$ cat config.mk
export PLATFORM = sky130hd
export DESIGN_NAME = seg_scan_driver
export DESIGN_NICKNAME = d
export VERILOG_FILES = /design/src/rtl/seg_scan_driver.sv
export SDC_FILE = /design/constraint.sdc
export NUM_CORES = 1
export LEC_CHECK = 0
export ABC_AREA = 1
export ABC_CLOCK_PERIOD_IN_PS = 6880
export BUFFER_PORTS_ARGS = -buffer_cell sky130_fd_sc_hd__buf_4
export CORE_ASPECT_RATIO = 0.7
export CORE_MARGIN = 8
export CORE_UTILIZATION = 63
export DETAILED_ROUTE_END_ITERATION = 16
export PLACE_DENSITY = 0.88
export SLEW_MARGIN = 20
export SYNTH_ARGS = -nofsm -noshare
export SYNTH_HDL_FRONTEND = slang
export SYNTH_SLANG_ARGS = --single-unit
$ cat constraint.sdc
create_clock -name cp -period 6.88 [get_ports cp]
set_clock_uncertainty 0.1 [all_clocks]
set_input_delay 1.032 -clock cp [delete_from_list [all_inputs] [get_ports cp]]
set_output_delay 1.032 -clock cp [all_outputs]
set_load 0.05 [all_outputs]
$ cat src/rtl/seg_scan_driver.sv
`default_nettype none
// +----------------------------------------------------------------------------+
// | Module   : seg_scan_driver                                                 |
// | Function : six-digit multiplexed 7-segment driver with frame-latched       |
// |            values, leading-zero blanking, shutDown blanking and pause      |
// |            blinking. Optional SEG_DP_STATE_EN lights dp in run/error.      |
// | Revision : 1.0  initial release                                            |
// +----------------------------------------------------------------------------+
module seg_scan_driver #(
    parameter int SCAN_DIV     = 50000,
    parameter int BLINK_FRAMES = 64
) (
    input  logic       cp,
    input  logic       rst_n,
    input  logic [2:0] state,
    input  logic [5:0] showLeft,
    input  logic [5:0] showMiddle,
    input  logic [5:0] showRight,
    output logic [7:0] seg,
    output logic [5:0] an
);

    localparam int CNT_W = (SCAN_DIV > 1) ? $clog2(SCAN_DIV) : 1;
    localparam int BLK_W = (BLINK_FRAMES > 1) ? $clog2(BLINK_FRAMES) : 1;
    localparam logic [CNT_W-1:0] CNT_LAST = CNT_W'(SCAN_DIV - 1);
    localparam logic [BLK_W-1:0] BLK_LAST = BLK_W'(BLINK_FRAMES - 1);
    localparam logic [2:0] ST_SHUTDOWN = 3'd0;
    localparam logic [2:0] ST_PAUSE    = 3'd5;
`ifdef SEG_DP_STATE_EN
    localparam logic [2:0] ST_RUN      = 3'd3;
    localparam logic [2:0] ST_ERROR    = 3'd4;
`endif

    logic [CNT_W-1:0] scan_cnt;
    logic [2:0]       slot;
    logic [5:0]       shadow_left, shadow_middle, shadow_right;
    logic [BLK_W-1:0] blink_cnt;
    logic             blink_on;
    logic             slot_tick, frame_wrap;

    logic [5:0] value;
    logic [3:0] digit;
    logic       tens_slot, dark, dp_lit;
    logic [6:0] pattern;
    logic [5:0] an_next;
    logic [7:0] seg_next;

    assign slot_tick  = (scan_cnt == CNT_LAST);
    assign frame_wrap = slot_tick && (slot == 3'd0);

    // Scan restarts at slot 5 so every frame begins with the left tens digit.
    always_ff @(posedge cp or negedge rst_n) begin
        if (!rst_n) begin
            scan_cnt <= '0;
            slot     <= 3'd5;
        end else if (slot_tick) begin
            scan_cnt <= '0;
            slot     <= (slot == 3'd0) ? 3'd5 : slot - 3'd1;
        end else begin
            scan_cnt <= scan_cnt + CNT_W'(1);
        end
    end

    always_ff @(posedge cp or negedge rst_n) begin
        if (!rst_n) begin
            shadow_left   <= '0;
            shadow_middle <= '0;
            shadow_right  <= '0;
        end else if (frame_wrap) begin
            shadow_left   <= showLeft;
            shadow_middle <= showMiddle;
            shadow_right  <= showRight;
        end
    end

    // Blink phase counts whole frames only while paused; any other state re-arms it lit.
    always_ff @(posedge cp or negedge rst_n) begin
        if (!rst_n) begin
            blink_cnt <= '0;
            blink_on  <= 1'b1;
        end else if (state != ST_PAUSE) begin
            blink_cnt <= '0;
            blink_on  <= 1'b1;
        end else if (frame_wrap) begin
            if (blink_cnt == BLK_LAST) begin
                blink_cnt <= '0;
                blink_on  <= ~blink_on;
            end else begin
                blink_cnt <= blink_cnt + BLK_W'(1);
            end
        end
    end

    always_comb begin
        value     = shadow_right;
        tens_slot = slot[0];
        pattern   = 7'b1111111;
        dp_lit    = 1'b0;
        case (slot)
            3'd5, 3'd4: value = shadow_left;
            3'd3, 3'd2: value = shadow_middle;
            default:    value = shadow_right;
        endcase
        digit = tens_slot ? 4'(value / 6'd10) : 4'(value % 6'd10);
        case (digit)
            4'd0:    pattern = 7'b1000000;
            4'd1:    pattern = 7'b1111001;
            4'd2:    pattern = 7'b0100100;
            4'd3:    pattern = 7'b0110000;
            4'd4:    pattern = 7'b0011001;
            4'd5:    pattern = 7'b0010010;
            4'd6:    pattern = 7'b0000010;
            4'd7:    pattern = 7'b1111000;
            4'd8:    pattern = 7'b0000000;
            4'd9:    pattern = 7'b0010000;
            default: pattern = 7'b1111111;
        endcase
`ifdef SEG_DP_STATE_EN
        dp_lit = ((state == ST_RUN) && (slot == 3'd3)) ||
                 ((state == ST_ERROR) && (slot == 3'd0));
`endif
        // State is used directly so leaving pause lights the panel on the next edge.
        dark = (state == ST_SHUTDOWN) ||
               ((state == ST_PAUSE) && !blink_on) ||
               (tens_slot && (digit == 4'd0));
        an_next  = dark ? 6'h3F : ~(6'd1 << slot);
        seg_next = dark ? 8'hFF : {~dp_lit, pattern};
    end

    always_ff @(posedge cp or negedge rst_n) begin
        if (!rst_n) begin
            an  <= 6'h3F;
            seg <= 8'hFF;
        end else begin
            an  <= an_next;
            seg <= seg_next;
        end
    end

endmodule
`default_nettype wire

# After elaboration in Yosys (flattened, before gate mapping)
# Memory sizes are Yosys's and may differ from the RTL's.
# Cells that the tools add are included.
dict set report word_totals {
  ff_bits 58
  latchBits 0
  ram_bits 0
  rom_bits 112
  output_inout_bits 14
  n_memories 1
}
dict set report classes {
  addsub 3
  mul 0
  n_div 2
  n_lt_le_gt_ge 0
  eq_ne 8
  n_shift 1
  mux 12
  bitwise 2
  reduce_logical 14
}
# name words width read_ports rd_clocked_by_memory_dff wr line
set memory_table {}
lappend memory_table {{(no name shown)} 16 7 1 0 0 105} ;# case (digit)
# cell n
set op_table {}
lappend op_table {{$mux W6} 4}
lappend op_table {{$add A16 B1 Y16 const B} 1}
lappend op_table {{$eq A16 B16 Y1 const B} 1}
lappend op_table {{$mux W16} 1}
lappend op_table {{$pmux W6 S2} 1}
lappend op_table {{$eq A3 B3 Y1 const B} 3}
lappend op_table {{$mux W7} 1}
lappend op_table {{$add A6 B1 Y6 const B} 1}
lappend op_table {{$div A6 B4 Y6 const B} 1}
lappend op_table {{$eq A3 B2 Y1 const B} 2}
lappend op_table {{$eq A6 B6 Y1 const B} 1}
lappend op_table {{$logic_not A3 Y1} 2}
lappend op_table {{$mod A6 B4 Y6 const B} 1}
lappend op_table {{$not A6 Y6} 1}
lappend op_table {{$shl A1 B3 Y6 const A} 1}
lappend op_table {{$logic_not A4 Y1} 1}
lappend op_table {{$mux W4} 1}
lappend op_table {{$reduce_bool A2 Y1} 2}
lappend op_table {{$reduce_or A2 Y1} 2}
lappend op_table {{$logic_and A1 B1 Y1} 3}
lappend op_table {{$mux W1} 3}
lappend op_table {{$mux W3} 1}
lappend op_table {{$ne A3 B3 Y1 const B} 1}
lappend op_table {{$sub A3 B1 Y3 const B} 1}
lappend op_table {{other kinds (4)} 5}

# Depth between registers and ports, before layout
dict set report logic_depth {
  ltp_word 9
  mapped_depth 25
}

# Worst setup path before layout
# Ideal clock, no wire load.
dict set report synth_timing {
  kind {flip-flop to flip-flop}
  start {register slot[2]}
  end {register an[1]}
  t_arrival_ps 2769
  setup_slack_ps 3912
  path_stages_with_launch 23
  n_path_buf 0
  synth_period_minus_slack_ps 2968
  cell_sequence {dfstp_2 inv_2 nor2_2 nand2_1 nand3_2 nand3_2 nand2_1 inv_1 ha_1 nand3_1 nand3_2 nand2_2 nand2_2 nand2_2 nand2_1 nand2_2 nand2_1 o21a_1 ha_1 nand3_1 nand2_1 inv_1 nand4_1}
}
dict set report synth_via {
  elab_chain_len 9
  word_cells_on_any_way 16
}
# item line
set synth_lines {}
lappend synth_lines {{from (decl)} 35} ;# logic [2:0] slot;
lappend synth_lines {{from (signal assigned)} 58} ;# slot <= (slot == 3'd0) ? 3'd5 : slot - 3'd1;
lappend synth_lines {{$eq A3 B2 Y1 / $eq A3 B3 Y1 (equally long branches)} 99} ;# case (slot)
lappend synth_lines {{$reduce_or A2 Y1} 99}
lappend synth_lines {{$pmux W6 S2} 99}
lappend synth_lines {{$mod A6 B4 Y6 / $div A6 B4 Y6 (equally long branches)} 104} ;# digit = tens_slot ? 4'(value / 6'd10) : 4'(value % 6'd10);
lappend synth_lines {{$mux W4} 104}
lappend synth_lines {{$logic_not A4 Y1} 125} ;# (tens_slot && (digit == 4'd0));
lappend synth_lines {{$logic_and A1 B1 Y1} 125}
lappend synth_lines {{$logic_or A1 B1 Y1} 124} ;# ((state == ST_PAUSE) && !blink_on) ||
lappend synth_lines {{$mux W6 (*)} 126} ;# an_next = dark ? 6'h3F : ~(6'd1 << slot);
lappend synth_lines {{named net an_next[1]} 45} ;# logic [5:0] an_next;
lappend synth_lines {{to (signal assigned)} 135} ;# an <= an_next;
lappend synth_lines {{to (decl)} 20} ;# output logic [5:0] an
# Mark *: on every way through the listed nets, which the timed path passes. The rest lies on a longest branch.
# A chain may end at the register's enable or synchronous reset.

# Worst setup path after layout
# Same ends and word-level chain as after synthesis.

==> flow_summary.yaml <==
sta:
  fmax_mhz: 296
  rsz0062_at_grt: "no"
  holdWs_ps: 362
  hold_viol: 0
  max_slew_margin_pct: 53.5
  drv_slew: 0
  setup_viol: 0
  layout_min_cycle_time_ps: 3370
  worst_pin_slew_ps: 693
  finalCritPeriodShare_pct: 49.0
  setup_tns_ps: 0
clock_network:
  clock_latency_ps: 350
  cts_hold_buf: 0
  htreeDepth: 3
  tritoncts: "built"
  cts_buffers: 9
  clock-sinks: 57
  clock_path_buffers: 2
  cts_setup_buffers: 0
  clockRootBuffer: "clkbuf_8"
  clkSlewWorstSetupHoldPaths_ps: 60
  cts_resized: 0
grt:
  grtUsageTotal_pct: 19.6
  grt_overflow: 0
  grt_max_degree: 58
  grt_pass1_wl_um: 11300
  grt_pass1_vias: 2504
  antenna_found_initial: 0
cells_and_area:
  fillers: 365
  nets: 467
  antenna_cells: 0
  area_delta_synth_final_pct: 17.1
  drive_above_1_share_pct: 22.6
worst_hold_path:
  min_path_type: "flip-flop to flip-flop"
  hold_start: "scan_cnt[0]$_DFF_PN0_"
  hold_path_end: "scan_cnt[0]$_DFF_PN0_"
  holdPathStages: 1
yosys:
  synth_cell_types: 35
  synth_edf_count: 0
  syn_area_mm2: 0.00311
  seq_area_frac_synth_pct: 46.4
  yosys_warnings: 0
  synth_flop_cell: "dfrtp_1"
  synthesis.nets: 425
  synth_top_area_share_pct: 32.9
  synth_most_common_cell: "nand2_1"
  synth_cells: 392
  synth_area_leaders: "dfrtp_1 33%, dfstp_2 13%, nand2_1 12%"
  synth_common_cells: "103 x nand2_1, 54 x inv_1, 41 x dfrtp_1"
  yosysTopAreaCell: "dfrtp_1"
  async_reset_ff_share_pct: 100
  ys_seq_elements: 57
  avgSynthCellArea_um2: 7.94
placed_design:
  io_buffers: 35
  hpwl_um: 4910
  place_congestion: 0.858
routing:
  drt_pre_antenna_iters: 4
  remaining_drc_errors: 0
  drt-initial-drc-count: 172
  wl_per_cell_um: 12.9
  vias_per_cell: 5.16
  wl_um: 6540
  vias: 2623
  ant_nets: 0
worst_setup_path:
  cp.required_ps: 7040
  critPathLaunchType: "flip-flop"
  crit_path_max_fanout: 7
  regToRegStartpoint: "slot[2]$_DFFE_PN1N_"
  crit_start: "slot[2]$_DFFE_PN1N_"
  rrSetupSlack_ps: 3510
  reg2regPathDepth: 22
  cp_data_arrival_time_ps: 3530
  critPathCaptureType: "flip-flop"
  reg2reg_to: "an[1]$_DFF_PN1_"
  worstSetupPathType: "flip-flop to flip-flop"
die:
  die_area_mm2: 0.00749
  initial_core_util_pct: 65.1
  fp.dieW_um: 100
  io_pins: 37
  num_rows: 21
  core_area_mm2: 0.00478
  die_y_um: 74.8
outcome:
  outcome: "finished clean"
job:
  drv_cap: 0
power:
  peakVddDrop_mv: 0.149
  leakage_uw: 0.00182
  power_density_mw_per_mm2: 193
[metrics by stage]
stage | instance area (um2) | util [%] | total power, uW | setup WS, ps | std cells
6_report | 3650 | 76.3 | 705 | 3510 | 508
4_1_cts | 3650 | 76.3 | 709 | 3520 | 508
3_5_place_dp | 3450 | 72.1 | 398 | 3530 | 492
5_1_grt | 3650 | 76.3 | 727 | 3170 | 508
3_3_place_gp | 3450 | 72.1 | 397 | 3740 | 492
2_1_floorplan | 3110 | - | 375 | 3910 | 392
[placed cells by master (no fill, tap or decap), types with 6 or more instances in the layout]
cell type,Yosys,routed
dfrtp_1,41,41
nand3_1,40,40
nor2_1,34,34
clkbuf_8,0,11
ha_1,10,10
nand2_2,11,11
buf_4,1,36
nand2_1,103,103
o21ai_0,17,17
dfstp_2,16,16
nor3_1,6,6
inv_1,54,54
[metal layers]
| metal | vias to the layer above | GRT usage [%] | wire length, um |
|---|---|---|---|
| met4 | 0 | 7.00 | 71 |
| met2 | 80 | 29.9 | 2800 |
| met1 | 1201 | 24.8 | 3190 |
| li1 | 1333 | - | - |
| met3 | 9 | 7.85 | 476 |
| met5 | - | 0 | 0 |
[state kept, by name, indices dropped and copies added, names as in the netlist]
| signal | count |
|---|---|
| blink_cnt | 6 |
| an | 6 |
| shadow_middle | 6 |
| slot | 3 |
| shadow_left | 6 |
| shadow_right | 6 |
| blink_on | 1 |
| scan_cnt | 16 |
| seg | 7 |
[power breakdown]
part           internal [uW]  total, uW  switching (uW)
Sequential               346        349            2.87
Clock                    186        313             127
Combinational           14.9       43.2            28.3
Total                    546        705             158
[worst max path at each step]
stage,endpoint,slack (ps)
finish,an[1]$_DFF_PN1_,3510
global route,an[2]$_DFF_PN1_,3170
CTS,an[1]$_DFF_PN1_,3520
detailed placement,an[1]$_DFF_PN1_,3530
global placement,seg[4]$_DFF_PN1_,3740
floorplan,an[1]$_DFF_PN1_,3910
[cells by family after synthesis]
family,count (synthesis),synth area share [%]
AND/OR/NAND/NOR,223,33.9
other,1,0.120
XOR/XNOR,4,1.12
AO/OA/AOI/OAI,31,6.31
flip-flops,57,46.4
adder cells (fa/ha/maj),10,4.02
buffers and inverters,66,8.08
[worst max-delay path, cell delays in order, from the launching register on]
cell and delay [ps]:
dfstp_2 600, inv_2 100, nor2_2 190, nand2_1 90, nand3_2 140, nand3_2 100, nand2_1 110, inv_1 60
ha_1 170, nand3_1 110, nand3_2 130, nand2_2 100, nand2_2 50, nand2_2 70, nand2_1 80, nand2_2 100
nand2_1 60, o21a_1 170, ha_1 240, nand3_1 90, nand2_1 100, inv_1 190, nand4_1 120
[final cells by class]
cell class	count	area, um2	share of cell area, %
multi-input combinational	269	1420	38.8
clock buffer	13	159	4.36
tap	69	86.3	2.37
clock inverter	3	40.0	1.10
timing repair buffer	36	270	7.41
sequential	57	1450	39.7
inverter	61	229	6.28
No activity file was read; power rests on OpenSTA's default activity.
